### src/rtl/nw_fill_ctrl.sv
// Needleman-Wunsch score-matrix sequencer: writes the gap-penalty border, then walks
// cells (1,1)..(len_a,len_b) row-major through READ -> CALC -> WRITE with the PE.
module nw_fill_ctrl #(
    parameter int N       = 128,
    parameter int BitAddr = $clog2(N),
    parameter int GAP     = -2
) (
    input  logic             clk,
    input  logic             rst,
    input  logic             start,
    input  logic [BitAddr:0] len_a,
    input  logic [BitAddr:0] len_b,
    input  logic [8:0]       pe_max,
    input  logic             pe_valid,
    output logic             en_init,
    output logic             en_ins_read,
    output logic             we,
    output logic [BitAddr:0] addr,
    output logic [8:0]       data,
    output logic [BitAddr:0] i,
    output logic [BitAddr:0] j,
    output logic [8:0]       max,
    output logic             calc_en,
    output logic             busy,
    output logic             done,
    output logic             err
);

    localparam int IW = BitAddr + 1;

    localparam logic [2:0] S_IDLE  = 3'd0;
    localparam logic [2:0] S_INIT  = 3'd1;
    localparam logic [2:0] S_READ  = 3'd2;
    localparam logic [2:0] S_CALC  = 3'd3;
    localparam logic [2:0] S_WRITE = 3'd4;
    localparam logic [2:0] S_DONE  = 3'd5;

    localparam logic [IW-1:0] IDX_ONE  = IW'(1);
    localparam logic [IW-1:0] IDX_MAX  = IW'(N);
    localparam logic [8:0]    GAP9     = 9'(GAP);

    logic [2:0]    r_state;
    logic [IW-1:0] r_la;
    logic [IW-1:0] r_lb;
    logic [IW-1:0] r_kmax;
    logic [IW-1:0] r_addr;
    logic [8:0]    r_data;
    logic [IW-1:0] r_i;
    logic [IW-1:0] r_j;
    logic [8:0]    r_max;
    logic          r_en_init;
    logic          r_en_read;
    logic          r_we;
    logic          r_calc_en;
    logic          r_busy;
    logic          r_done;
    logic          r_err;

    logic          w_len_ok;
    logic [IW-1:0] w_kmax;

    assign w_len_ok = (len_a != '0) && (len_b != '0) && (len_a <= IDX_MAX) && (len_b <= IDX_MAX);
    assign w_kmax   = (len_a > len_b) ? len_a : len_b;

    // NOTE: every register here is state, so all updates are non-blocking; defaults
    // at the top of the else-branch make calc_en/done/err single-cycle pulses.
    always_ff @(posedge clk) begin
        if (rst) begin
            r_state   <= S_IDLE;
            r_la      <= '0;
            r_lb      <= '0;
            r_kmax    <= '0;
            r_addr    <= '0;
            r_data    <= '0;
            r_i       <= '0;
            r_j       <= '0;
            r_max     <= '0;
            r_en_init <= 1'b0;
            r_en_read <= 1'b0;
            r_we      <= 1'b0;
            r_calc_en <= 1'b0;
            r_busy    <= 1'b0;
            r_done    <= 1'b0;
            r_err     <= 1'b0;
        end else begin
            r_calc_en <= 1'b0;
            r_done    <= 1'b0;
            r_err     <= 1'b0;
            case (r_state)
                S_IDLE: begin
                    if (start) begin
                        r_la   <= len_a;
                        r_lb   <= len_b;
                        r_kmax <= w_kmax;
                        r_busy <= 1'b1;
                        if (!w_len_ok) begin
                            r_state <= S_DONE;
                            r_done  <= 1'b1;
                            r_err   <= 1'b1;
                        end else begin
                            r_state   <= S_INIT;
                            r_en_init <= 1'b1;
                            r_we      <= 1'b1;
                            r_addr    <= '0;
                            r_data    <= '0;
                        end
                    end
                end
                S_INIT: begin
                    if (r_addr == r_kmax) begin
                        r_state   <= S_READ;
                        r_en_init <= 1'b0;
                        r_we      <= 1'b0;
                        r_en_read <= 1'b1;
                        r_i       <= IDX_ONE;
                        r_j       <= IDX_ONE;
                    end else begin
                        r_addr <= r_addr + IDX_ONE;
                        r_data <= r_data + GAP9;
                    end
                end
                S_READ: begin
                    r_state   <= S_CALC;
                    r_en_read <= 1'b0;
                    r_calc_en <= 1'b1;
                end
                S_CALC: begin
                    if (pe_valid) begin
                        r_max     <= pe_max;
                        r_state   <= S_WRITE;
                        r_en_read <= 1'b1;
                        r_we      <= 1'b1;
                    end
                end
                S_WRITE: begin
                    r_we <= 1'b0;
                    if (r_j < r_lb) begin
                        r_j     <= r_j + IDX_ONE;
                        r_state <= S_READ;
                    end else if (r_i < r_la) begin
                        r_i     <= r_i + IDX_ONE;
                        r_j     <= IDX_ONE;
                        r_state <= S_READ;
                    end else begin
                        r_state   <= S_DONE;
                        r_en_read <= 1'b0;
                        r_done    <= 1'b1;
                    end
                end
                S_DONE: begin
                    r_state <= S_IDLE;
                    r_busy  <= 1'b0;
                end
                default: begin
                    r_state   <= S_IDLE;
                    r_en_init <= 1'b0;
                    r_en_read <= 1'b0;
                    r_we      <= 1'b0;
                    r_busy    <= 1'b0;
                end
            endcase
        end
    end

    assign en_init     = r_en_init;
    assign en_ins_read = r_en_read;
    assign we          = r_we;
    assign addr        = r_addr;
    assign data        = r_data;
    assign i           = r_i;
    assign j           = r_j;
    assign max         = r_max;
    assign calc_en     = r_calc_en;
    assign busy        = r_busy;
    assign done        = r_done;
    assign err         = r_err;

endmodule

### config.mk
export PLATFORM = sky130hd
export DESIGN_NAME = nw_fill_ctrl
export DESIGN_NICKNAME = d
export VERILOG_FILES = /design/src/rtl/nw_fill_ctrl.sv
export SDC_FILE = /design/constraint.sdc
export NUM_CORES = 1
export LEC_CHECK = 0
export CAP_MARGIN = 10
export CORE_MARGIN = 4
export CORE_UTILIZATION = 30
export CTS_CLUSTER_DIAMETER = 150
export CTS_CLUSTER_SIZE = 14
export DETAILED_ROUTE_END_ITERATION = 10
export DONT_BUFFER_PORTS = 1
export MAX_ROUTING_LAYER = met4
export PLACE_DENSITY_LB_ADDON = 0.12
export SKIP_CTS_REPAIR_TIMING = 1
export SLEW_MARGIN = 15
export SYNTH_ARGS = -nofsm -noshare
export SYNTH_HDL_FRONTEND = slang
export SYNTH_SLANG_ARGS = --single-unit
### constraint.sdc
create_clock -name clk -period 4 [get_ports clk]
set_input_delay 0.2 -clock clk [delete_from_list [all_inputs] [get_ports clk]]
set_output_delay 0.2 -clock clk [all_outputs]
set_load 0.01 [all_outputs]
==> flow_summary.yaml, run 1 <==
floorplanning:
  die_width_microns: 124.6
  die_area_sq_um: 15520
  die_outline_height_microns: 124.6
  core_area_sq_um: 13300
  num_rows: 42
  pin_count: 78
  initial_core_utilization: 0.3067
sta:
  finalSetupViolCount: 0
  tns_ns: 0
  fin_skew_ns: 0.007019
  period_minus_slack_ns: 2.988
  achievable-frequency_mhz: 334.7
  transition_time_at_the_pin_with_the_least_slew_margin_ns: 1.027
  worst_hold_slack_ns: -0.006091
  drv_slew: 0
  share_of_the_clock_period_used_by_the_worst_path: 0.7469
  rsz0062_at_grt: "no"
  report.final.hold_viol_count: 5
  max-slew-margin-rel: 0.3081
detailed_routing:
  vias: 3533
  final_antenna_net_count: 0
  drt_drc_violations_left: 0
  route.detailed.vias_per_inst: 5.135
  wl_per_cell_microns: 16.18
  routed_wl_microns: 11130
  detail_route.first_pass.iterations: 4
  drtIter0Drc: 96
logic_synthesis:
  synth.net_count: 561
  synth_commonest_cells: "sky130_fd_sc_hd__dfxtp_1, sky130_fd_sc_hd__nand2_1, sky130_fd_sc_hd__a21oi_1, sky130_fd_sc_hd__inv_1, sky130_fd_sc_hd__ha_1"
  ys.warnings.count: 0
  synth_area_leader_cell: "sky130_fd_sc_hd__dfxtp_1"
  synth_compound_area_frac: 0.2243
  synth_sequential_area_ratio: 0.3682
  synth-xor-area-share: 0.02577
  synth_async_sr_flop_share: 0
  synthFlopType: "sky130_fd_sc_hd__dfxtp_1"
  yosys-top-cells-area: "sky130_fd_sc_hd__dfxtp_1, sky130_fd_sc_hd__ha_1, sky130_fd_sc_hd__a21oi_1, sky130_fd_sc_hd__nand2_1, sky130_fd_sc_hd__inv_1"
  post_synth_num_cell_types: 55
  yosys.area.top_type_share: 0.3682
  synth_top_family_by_area: "compound AO/OA/AOI/OAI gates"
  post_synth_and_or_nand_nor_area_fraction: 0.2157
  synth_fa_ha_area_frac: 0.07978
  muxShareOfSynthArea: 0.02455
  netlist_area_sq_um: 4078
  synth-edff-count: 0
  yosys_register_bits: 75
  syn-mean-instance-area_sq_um: 8.059
  synth.most_common_cell: "sky130_fd_sc_hd__dfxtp_1"
  post_synth_inst_count: 506
cells_and_area:
  drive_gt1_frac: 0.06250
  nNetsFinal: 562
  postLayoutCoreUtil: 0.3486
  syn_to_final_growth_pct: 13.65
  diodes: 0
hold_path:
  holdCritStartpoint: "pe_max[5]"
  min_path_cells: 2
  worstHoldPathType: "input pin to flip-flop"
  hold_end: "max[5]"
clock_tree:
  clock_sink_total: 75
  clock_pin_slew_reported_for_the_worst_setup_and_hold_paths_after_clock_tree_synthesis_ns: 0.06
  root_buffer: "sky130_fd_sc_hd__clkbuf_16"
  max-clock-path-buffers: 2
  worstSkewPairLatency_ns: 0.34
  htree_num_levels: 3
  tritoncts: "built"
  numCtsBuffers: 9
worst_setup_path:
  peak_fanout_along_the_critical_path: 12
  worstReg2RegEnd: "j[3]"
  worstSetupStartpointType: "flip-flop"
  timing.critical_path.required_ns: 4.25
  worst_ep_arrival_time_ns: 3.24
  critPathCaptureType: "flip-flop"
  r2r.worst_path.cells: 7
  worst-setup-path-type: "flip-flop to flip-flop"
  setup.reg_to_reg.worst_slack_ns: 1.01
  crit-reg2reg-launch: "j[2]"
power:
  power.static_leakage_nw: 1.768
  intPower_mw: 1.861
  power.share.clock: 0.263
  pwr_density_cell_nw_per_um2: 671.1
  ir_worst_vdd_uv: 311.9
  comb_power_share: 0.371
  power_switching_mw: 1.250
  power.switching_fraction: 0.4018
  seqPwrFrac: 0.365
grt:
  antenna_found_initial: 0
  grt_use_total: 0.1479
  global_route_overflow: 0
  grt_pass1_vias: 3378
  grt_first_pass_wirelength_microns: 18080
  grt_max_degree: 40
run:
  timing.max_cap.violations: 0
place:
  io_buffers: 0
  detailedPlacementHpwl_microns: 8131
  globalplace.congestion: 0.7591
outcome:
  outcome: "finished, violations left"
  failed_checks: "hold timing"
## layer usage
layer	vias up	part of all wire	routed length, microns	global-route usage
met4	0	0.021	229	0.06319
met5	-	0	0	-
met2	62	0.46	5159	0.2293
met3	14	0.054	598	0.04588
li1	1815	-	-	-
met1	1642	0.46	5146	0.1777
## sequential cells by signal, summed over array words and instances, names as in the netlist, 3 cells and up
| name | count |
|---|---|
| r_la | 8 |
| max | 9 |
| r_lb | 8 |
| j | 8 |
| i | 8 |
| r_kmax | 8 |
| r_state | 3 |
| data | 8 |
| addr | 8 |
## power by group through the flow
stage          combinational, mW  clock [mW]  sequential [mW]
2_1_floorplan              0.952           0             1.06
3_3_place_gp                1.13           0             1.15
3_5_place_dp                1.14           0             1.16
4_1_cts                     1.15       0.845             1.14
5_1_grt                     1.32       0.868             1.17
6_report                    1.16       0.819             1.14
## area by class of cell
cell class | instances | area (sq um)
Timing Repair Buffer | 15 | 150.1
Tap cell | 176 | 220.2
Sequential cell | 75 | 1501
Multi-Input combinational cell | 370 | 2332
Clock inverter | 5 | 52.55
Clock buffer | 11 | 242.7
Fill cell | 1394 | 8661
Inverter | 36 | 135.1
## logic make-up (layout without fill, tap and decap cells)
family / count (synthesis) / in the layout
other: 1 / 1
multiplexers: 10 / 10
AO/OA/AOI/OAI: 147 / 147
XOR/XNOR: 12 / 12
AND/OR/NAND/NOR: 174 / 174
buffers and inverters: 61 / 67
flip-flops: 75 / 75
adder cells (fa/ha/maj): 26 / 26
## metrics by stage
| step | hold WS [ns] | power (mW) | cells | area [sq um] | setup slack (ns) |
|---|---|---|---|---|---|
| final | -0.006091 | 3.110 | 688 | 4634 | 1.012 |
| after global routing | 0.001736 | 3.357 | 688 | 4634 | 0.5483 |
| after CTS | -0.09537 | 3.134 | 677 | 4514 | 0.9650 |
| after detailed placement | 0.2774 | 2.298 | 661 | 4219 | 0.9850 |
| after global placement | 0.2746 | 2.282 | 661 | 4219 | 1.090 |
| after floorplan | 0.3189 | 2.011 | 506 | 4078 | 1.699 |
## how the worst max path moves through the flow
stage | from | to | slack [ns] | cells after the start
2_1_floorplan | i[6] | i[5] | 1.70 | 8
3_3_place_gp | j[2] | j[3] | 1.09 | 7
3_5_place_dp | j[3] | j[3] | 0.99 | 7
4_1_cts | j[1] | j[3] | 0.97 | 7
5_1_grt | j[3] | j[3] | 0.55 | 7
6_report | j[2] | j[3] | 1.01 | 7
## placed cells by master, fill, tap and decap left out, types with 3 or more instances in the layout
cell type | synthesis | final
sky130_fd_sc_hd__a211oi_1 | 13 | 13
sky130_fd_sc_hd__a21boi_0 | 3 | 3
sky130_fd_sc_hd__a21o_1 | 4 | 4
sky130_fd_sc_hd__a21oi_1 | 63 | 63
sky130_fd_sc_hd__a31o_2 | 3 | 3
sky130_fd_sc_hd__and2_1 | 4 | 4
sky130_fd_sc_hd__and3_1 | 12 | 12
sky130_fd_sc_hd__buf_4 | 2 | 4
sky130_fd_sc_hd__clkbuf_16 | 0 | 9
sky130_fd_sc_hd__clkinv_2 | 0 | 3
sky130_fd_sc_hd__dfxtp_1 | 75 | 75
sky130_fd_sc_hd__dlygate4sd3_1 | 0 | 10
sky130_fd_sc_hd__ha_1 | 26 | 26
sky130_fd_sc_hd__inv_1 | 36 | 36
sky130_fd_sc_hd__mux2i_1 | 10 | 10
sky130_fd_sc_hd__nand2_1 | 70 | 70
sky130_fd_sc_hd__nand2b_1 | 8 | 8
sky130_fd_sc_hd__nand3_1 | 13 | 13
sky130_fd_sc_hd__nand4_1 | 5 | 5
sky130_fd_sc_hd__nor2_1 | 17 | 17
sky130_fd_sc_hd__nor3_1 | 6 | 6
sky130_fd_sc_hd__o211ai_1 | 5 | 5
sky130_fd_sc_hd__o21a_1 | 3 | 3
sky130_fd_sc_hd__o21ai_0 | 23 | 23
sky130_fd_sc_hd__o31ai_1 | 10 | 10
sky130_fd_sc_hd__or2_2 | 4 | 4
sky130_fd_sc_hd__or3_1 | 13 | 13
sky130_fd_sc_hd__or4_1 | 12 | 12
sky130_fd_sc_hd__xnor2_1 | 11 | 11
## critical path: stages (launching register included)
cell and delay [ns]:
sky130_fd_sc_hd__dfxtp_1 0.39, sky130_fd_sc_hd__ha_1 0.24, sky130_fd_sc_hd__or4_1 0.51, sky130_fd_sc_hd__a21oi_1 0.17
sky130_fd_sc_hd__o31ai_1 0.11, sky130_fd_sc_hd__o21ai_0 0.81, sky130_fd_sc_hd__o21ai_0 0.37, sky130_fd_sc_hd__a221oi_1 0.28
(Power assumes the default switching activity.)
==> run 2: changes to the inputs <==
--- a/config.mk
+++ b/config.mk
@@ -5,6 +5,7 @@
 export SDC_FILE = /design/constraint.sdc
 export NUM_CORES = 1
 export LEC_CHECK = 0
+export ABC_AREA = 1
 export CAP_MARGIN = 10
 export CORE_MARGIN = 4
 export CORE_UTILIZATION = 30
==> constraint.sdc (replaced) <==
create_clock -name clk -period 2.9 [get_ports clk]
set_input_delay 0.145 -clock clk [delete_from_list [all_inputs] [get_ports clk]]
set_output_delay 0.145 -clock clk [all_outputs]
set_load 0.01 [all_outputs]
==> run 2 against run 1 <==
Net effect: the run still ends with hold timing left; synthesized area increased by 5.4%; hold slack worse by 0.0073 ns; synthesized cell count rose by 20%; non-clock buffer count is 9 lower; clock skew is 0.0032 ns higher; cell count up 15%; clock power is 23% higher; design area increased by 2.0%; utilization fell by 0.93 points; total power rose by 45%; fmax is 46% higher; combinational power is 72% higher; highest routed layer unchanged.
==> flow_summary.yaml, run 2 <==
outcome:
  outcome: "finished, violations left"
  failed_checks: "hold timing"
cells_and_area:
  nNetsFinal: 662
  layout.cells.most_common: "sky130_fd_sc_hd__nand2_1"
  final.fill_count: 1507
  syn_to_final_growth_pct: 10.05
  multi_input_area_sq_um: 2370
  drive_gt1_frac: 0.07026
  largest_reg_flops: 9
  diodes: 0
  final_cell_mix: "sky130_fd_sc_hd__nand2_1, sky130_fd_sc_hd__inv_1, sky130_fd_sc_hd__a21oi_1"
  layout.area.seq_sq_um: 1501
  final_design_area_no_fill_sq_um: 4728
grt:
  grt_pass1_vias: 3738
  grt_max_degree: 36
  grt_first_pass_wirelength_microns: 19100
  global_route_overflow: 0
  antenna_found_initial: 0
  grt_use_total: 0.1518
detailed_routing:
  route.detailed.vias_per_inst: 4.795
  wl_per_cell_microns: 14.70
  detail_route.first_pass.iterations: 4
  drt_drc_violations_left: 0
  drtIter0Drc: 163
  final_antenna_net_count: 0
  routed_wl_microns: 11640
  vias: 3798
clock_tree:
  clock_sink_total: 75
  numCtsBuffers: 9
  worstSkewPairLatency_ns: 0.35
  root_buffer: "sky130_fd_sc_hd__clkbuf_16"
  clock_pin_slew_reported_for_the_worst_setup_and_hold_paths_after_clock_tree_synthesis_ns: 0.06
  htree_num_levels: 3
  max-clock-path-buffers: 2
  tritoncts: "built"
sta:
  worst_hold_slack_ns: -0.01334
  rsz0062_at_grt: "no"
  achievable-frequency_mhz: 489.8
  tns_ns: 0
  fin_skew_ns: 0.01027
  transition_time_at_the_pin_with_the_least_slew_margin_ns: 0.6526
  finalSetupViolCount: 0
  report.final.hold_viol_count: 2
  max-slew-margin-rel: 0.5645
  share_of_the_clock_period_used_by_the_worst_path: 0.7040
  period_minus_slack_ns: 2.042
  drv_slew: 0
worst_setup_path:
  crit-reg2reg-launch: "i[5]"
  setup.reg_to_reg.worst_slack_ns: 0.86
  worstSetupStartpointType: "flip-flop"
  peak_fanout_along_the_critical_path: 10
  r2r.worst_path.cells: 9
  critPathCaptureType: "flip-flop"
  worst_ep_arrival_time_ns: 2.28
  worst_setup_path_startpoint: "i[5]"
  timing.critical_path.required_ns: 3.14
  worst-setup-path-type: "flip-flop to flip-flop"
  critPathCapture: "i[0]"
  worstReg2RegEnd: "i[0]"
logic_synthesis:
  synth_commonest_cells: "sky130_fd_sc_hd__nand2_1, sky130_fd_sc_hd__a21oi_1, sky130_fd_sc_hd__inv_1, sky130_fd_sc_hd__dfxtp_1, sky130_fd_sc_hd__nor2_1"
  synth-edff-count: 0
  ys.warnings.count: 0
  yosys.area.top_type_share: 0.3494
  syn-mean-instance-area_sq_um: 7.055
  netlist_area_sq_um: 4297
  post_synth_num_cell_types: 35
  synth_area_leader_cell: "sky130_fd_sc_hd__dfxtp_1"
  yosys-top-cells-area: "sky130_fd_sc_hd__dfxtp_1, sky130_fd_sc_hd__nand2_1, sky130_fd_sc_hd__a21oi_1, sky130_fd_sc_hd__ha_1, sky130_fd_sc_hd__inv_1"
  synth_sequential_area_ratio: 0.3494
  yosys_register_bits: 75
  synth.net_count: 664
  synthFlopType: "sky130_fd_sc_hd__dfxtp_1"
  post_synth_inst_count: 609
  synth.most_common_cell: "sky130_fd_sc_hd__nand2_1"
  synth_async_sr_flop_share: 0
floorplanning:
  die_area_sq_um: 16300
  die_width_microns: 127.7
  die_outline_height_microns: 127.7
  pin_count: 78
  core_area_sq_um: 13930
  num_rows: 43
  initial_core_utilization: 0.3083
hold_path:
  worstHoldPathType: "input pin to flip-flop"
run:
  timing.max_cap.violations: 0
place:
  postPlaceCellArea_sq_um: 4427
  detailedPlacementHpwl_microns: 8523
  globalplace.congestion: 0.8102
  io_buffers: 0
power:
  power.static_leakage_nw: 2.052
  ir_worst_vdd_uv: 334.0
  pwr_density_cell_nw_per_um2: 954.2
  fin_total_pwr_mw: 4.512
run 2: changes by cell type in the layout (fill, tap and decap cells not counted), moves of 13 or more:
| cell | delta |
|---|---|
| sky130_fd_sc_hd__a211oi_1 | -13 |
| sky130_fd_sc_hd__a21oi_1 | +13 |
| sky130_fd_sc_hd__inv_1 | +40 |
| sky130_fd_sc_hd__nand2_1 | +47 |
| sky130_fd_sc_hd__nand3_1 | +34 |
| sky130_fd_sc_hd__nor2_1 | +43 |
| sky130_fd_sc_hd__o21ai_0 | +14 |
| sky130_fd_sc_hd__or3_1 | -13 |
run 2: cells by family (layout without fill, tap and decap cells):
kind of cell	Yosys count	in the layout	synth area share
DFF	75	75	0.3494
and+or+nand+nor	255	255	0.2694
adders and majority gates	26	26	0.07571
AOI/OAI and AO/OA	130	130	0.1628
buffers and inverters	101	104	0.09901
xor gates and xnor gates	21	21	0.04281
other	1	1	0.0008728
run 2: how the worst min path moves through the flow:
| stage | from | to | slack [ns] | cells after the start |
|---|---|---|---|---|
| floorplan | len_b[0] | r_lb[0] | 0.28 | 2 |
| global placement | rst | addr[0] | 0.22 | 1 |
| detailed placement | rst | addr[3] | 0.23 | 1 |
| CTS | rst | addr[6] | -0.15 | 1 |
| global route | len_b[5] | r_lb[5] | 0.003 | 2 |
| finish | len_b[1] | r_lb[1] | -0.01 | 2 |
run 2: layer usage:
layer / share of wire / GRT usage / vias up / routed length [microns]
li1: - / - / 1981 / -
met1: 0.47 / 0.1895 / 1712 / 5464
met2: 0.43 / 0.2273 / 90 / 4959
met3: 0.089 / 0.05542 / 15 / 1039
met4: 0.015 / 0.05181 / 0 / 176
met5: 0 / - / - / 0
run 2: area by class of cell:
| cell class | instances | share of cell area |
|---|---|---|
| clock buffer | 10 | 0.04843 |
| sequential | 75 | 0.3175 |
| inverter | 82 | 0.06510 |
| multi-input combinational | 433 | 0.5012 |
| clock inverter | 6 | 0.006880 |
| timing repair buffer | 6 | 0.01323 |
| tap | 180 | 0.04763 |
run 2: worst max-delay path, cell delays in order, from the launching register on:
cell	delay [ns]
sky130_fd_sc_hd__dfxtp_1	0.49
sky130_fd_sc_hd__ha_1	0.30
sky130_fd_sc_hd__a21oi_1	0.12
sky130_fd_sc_hd__nor2_1	0.05
sky130_fd_sc_hd__nor3_1	0.25
sky130_fd_sc_hd__nand3_2	0.19
sky130_fd_sc_hd__nand2_2	0.18
sky130_fd_sc_hd__nand2_4	0.12
sky130_fd_sc_hd__o21ai_0	0.16
sky130_fd_sc_hd__nor2_1	0.06
run 2: stage by stage:
step	util	hold WS [ns]	setup WS, ns	std cells
2_1_floorplan	-	0.2799	1.110	609
3_3_place_gp	0.3177	0.2231	0.8892	773
3_5_place_dp	0.3177	0.2281	0.8601	773
4_1_cts	0.3364	-0.1455	0.8581	789
5_1_grt	0.3393	0.002575	0.6857	792
6_report	0.3393	-0.01334	0.8584	792
run 2: report_power, final:
part / leakage [nW] / internal, mW / total, mW / switching, mW
logic: 1.31 / 0.638 / 1.99 / 1.36
registers: 0.612 / 1.25 / 1.51 / 0.255
clock network: 0.132 / 0.571 / 1.01 / 0.438
total: 2.05 / 2.46 / 4.51 / 2.05
==> run 3: changes to the inputs <==
==> constraint.sdc (replaced) <==
create_clock -name clk -period 2 [get_ports clk]
set_input_delay 0.1 -clock clk [delete_from_list [all_inputs] [get_ports clk]]
set_output_delay 0.1 -clock clk [all_outputs]
set_load 0.01 [all_outputs]
==> run 3 against run 2 <==
Net effect: the flow still finishes with violations (hold timing); cell count increased by 5.3%; critical path type is now input pin to flip-flop; via count increased by 4.2%; global-route usage increased by 0.28 points; largest power group unchanged; clock skew decreased by 0.0014 ns; first-iteration DRC count increased by 26%; critical endpoint is now r_kmax[4].
==> flow_summary.yaml, run 3 (same netlist as run 2, synthesis figures left out) <==
sta:
  tns_ns: 0
  fin_skew_ns: 0.008851
  max-slew-margin-rel: 0.5669
  report.final.hold_viol_count: 15
  share_of_the_clock_period_used_by_the_worst_path: 0.8858
  rsz0062_at_grt: "no"
  drv_slew: 0
  period_minus_slack_ns: 1.772
  achievable-frequency_mhz: 564.5
  final_critical_path_setup_slack_ns: 0.2285
  worst_hold_slack_ns: -0.03897
  finalSetupViolCount: 0
  transition_time_at_the_pin_with_the_least_slew_margin_ns: 0.6477
power:
  power.share.clock: 0.245
  seqPwrFrac: 0.303
  ir_worst_vdd_uv: 500.6
  comb_power_share: 0.451
  fin_total_pwr_mw: 6.984
  power_switching_mw: 3.044
  power.static_leakage_nw: 2.284
  pwr_density_cell_nw_per_um2: 1356
  power.switching_fraction: 0.4359
  intPower_mw: 3.940
detailed_routing:
  route.detailed.vias_per_inst: 4.746
  final_antenna_net_count: 0
  drt_drc_violations_left: 0
  drtIter0Drc: 206
  routed_wl_microns: 12010
  wl_per_cell_microns: 14.39
  vias: 3958
  detail_route.first_pass.iterations: 4
cells_and_area:
  multi_input_area_sq_um: 2380
  layout.cells.most_common: "sky130_fd_sc_hd__nand2_1"
  largest_reg_flops: 9
  final_design_area_no_fill_sq_um: 5149
  syn_to_final_growth_pct: 19.83
  nNetsFinal: 704
  final.fill_count: 1510
  diodes: 0
  layout.area.seq_sq_um: 1501
  postLayoutCoreUtil: 0.3695
  drive_gt1_frac: 0.1086
  final_cell_mix: "sky130_fd_sc_hd__nand2_1, sky130_fd_sc_hd__inv_1, sky130_fd_sc_hd__a21oi_1"
  finalNonFillerCells: 834
floorplanning:
  die_outline_height_microns: 127.7
  pin_count: 78
  initial_core_utilization: 0.3083
  core_area_sq_um: 13930
  die_width_microns: 127.7
  die_area_sq_um: 16300
  num_rows: 43
clock_tree:
  worstSkewPairLatency_ns: 0.34
  clock_sink_total: 75
  tritoncts: "built"
  htree_num_levels: 3
  root_buffer: "sky130_fd_sc_hd__clkbuf_16"
  max-clock-path-buffers: 2
  numCtsBuffers: 9
  clock_pin_slew_reported_for_the_worst_setup_and_hold_paths_after_clock_tree_synthesis_ns: 0.06
grt:
  grt_pass1_vias: 3907
  grt_use_total: 0.1546
  grt_max_degree: 37
  antenna_found_initial: 0
  global_route_overflow: 0
  grt_first_pass_wirelength_microns: 19520
hold_path:
  holdCritStartpoint: "len_b[4]"
  min_path_cells: 2
  worstHoldPathType: "input pin to flip-flop"
  hold_end: "r_lb[4]"
worst_setup_path:
  worstPathBufferInverterCount: 4
  peak_fanout_along_the_critical_path: 9
  setup.reg_to_reg.worst_slack_ns: 0.23
  worst-setup-path-type: "input pin to flip-flop"
  critical-path-top-delay-family: "buffers and inverters"
  critical-path-slowest-cell: "sky130_fd_sc_hd__dlygate4sd3_1"
  r2r.worst_path.cells: 10
  critical_path.cell_chain: "dlygate4sd3_1 > inv_1 > ha_1 > a21oi_1 > o21ai_0 > nand2_1 > nand2_1 > nand2_1 > inv_1 > nand2_1 > o211ai_1 > nand2_1 > inv_1"
  crit-reg2reg-launch: "r_la[5]"
  timing.critical_path.required_ns: 2.25
  cell_repeated_most_along_the_worst_path: "sky130_fd_sc_hd__nand2_1"
  crit_path_max_incr_delay_ns: 0.54
  worstReg2RegEnd: "i[0]"
  critPathCaptureType: "flip-flop"
  worstSetupStartpointType: "input pin"
  worst_ep_arrival_time_ns: 2.02
outcome:
  outcome: "finished, violations left"
  failed_checks: "hold timing"
place:
  postPlaceCellArea_sq_um: 4622
  dp_worst_setup_slack_ns: 0.1486
  io_buffers: 0
  dp.cells: 799
  detailedPlacementHpwl_microns: 8904
  globalplace.congestion: 0.8870
run:
  timing.max_cap.violations: 0
run 3: changes by cell type in the layout (fill, tap and decap cells not counted), sizes merged:
| cell | before | now |
|---|---|---|
| bufinv | 0 | 1 |
| clkinv | 5 | 2 |
| clkbuf | 10 | 12 |
| dlygate4sd3 | 2 | 18 |
| buf | 4 | 30 |
run 3: power groups by stage:
| stage | Combinational (mW) | Clock, mW | Sequential [mW] |
|---|---|---|---|
| floorplan | 2.46 | 0 | 2.12 |
| global placement | 3.08 | 0 | 2.16 |
| detailed placement | 3.11 | 0 | 2.15 |
| CTS | 3.13 | 1.77 | 2.12 |
| global route | 3.66 | 1.83 | 2.16 |
| finish | 3.15 | 1.71 | 2.12 |
run 3: how the worst max path moves through the flow:
stage                     startpoint        end  slack, ns  cells past startpoint
final                       len_b[1]  r_kmax[4]       0.23                     13
after global routing         r_la[5]       i[0]      0.002                     10
after CTS                    r_la[5]       i[0]       0.14                     10
after detailed placement     r_la[5]       i[0]       0.15                     10
after global placement       r_la[5]       i[0]       0.18                     10
after floorplan                 i[5]       i[0]       0.21                      9
run 3: worst register-to-register path, cell delays in order, from the launching register on:
cell and delay (ns):
sky130_fd_sc_hd__dfxtp_1 0.31, sky130_fd_sc_hd__inv_1 0.05, sky130_fd_sc_hd__ha_1 0.28, sky130_fd_sc_hd__a21oi_1 0.14, sky130_fd_sc_hd__nor2_1 0.07, sky130_fd_sc_hd__nor3_2 0.16
sky130_fd_sc_hd__nand3_2 0.19, sky130_fd_sc_hd__nand2_4 0.15, sky130_fd_sc_hd__nand2_4 0.10, sky130_fd_sc_hd__o21ai_0 0.17, sky130_fd_sc_hd__nor2_1 0.06
run 3: area by class of cell:
type | instances | area share
inverters | 82 | 0.06027
well taps | 180 | 0.04374
flip-flops and latches | 75 | 0.2916
multi-input cells | 433 | 0.4622
repair buffers | 48 | 0.08117
clock buffers | 12 | 0.05176
clock inverters | 4 | 0.009235
run 3: layer usage:
metal | global-route usage | share of wire | wire length (microns)
met5 | - | 0 | 0
met4 | 0.04682 | 0.011 | 138
met3 | 0.05208 | 0.072 | 868
met1 | 0.1989 | 0.48 | 5765
met2 | 0.2307 | 0.44 | 5233
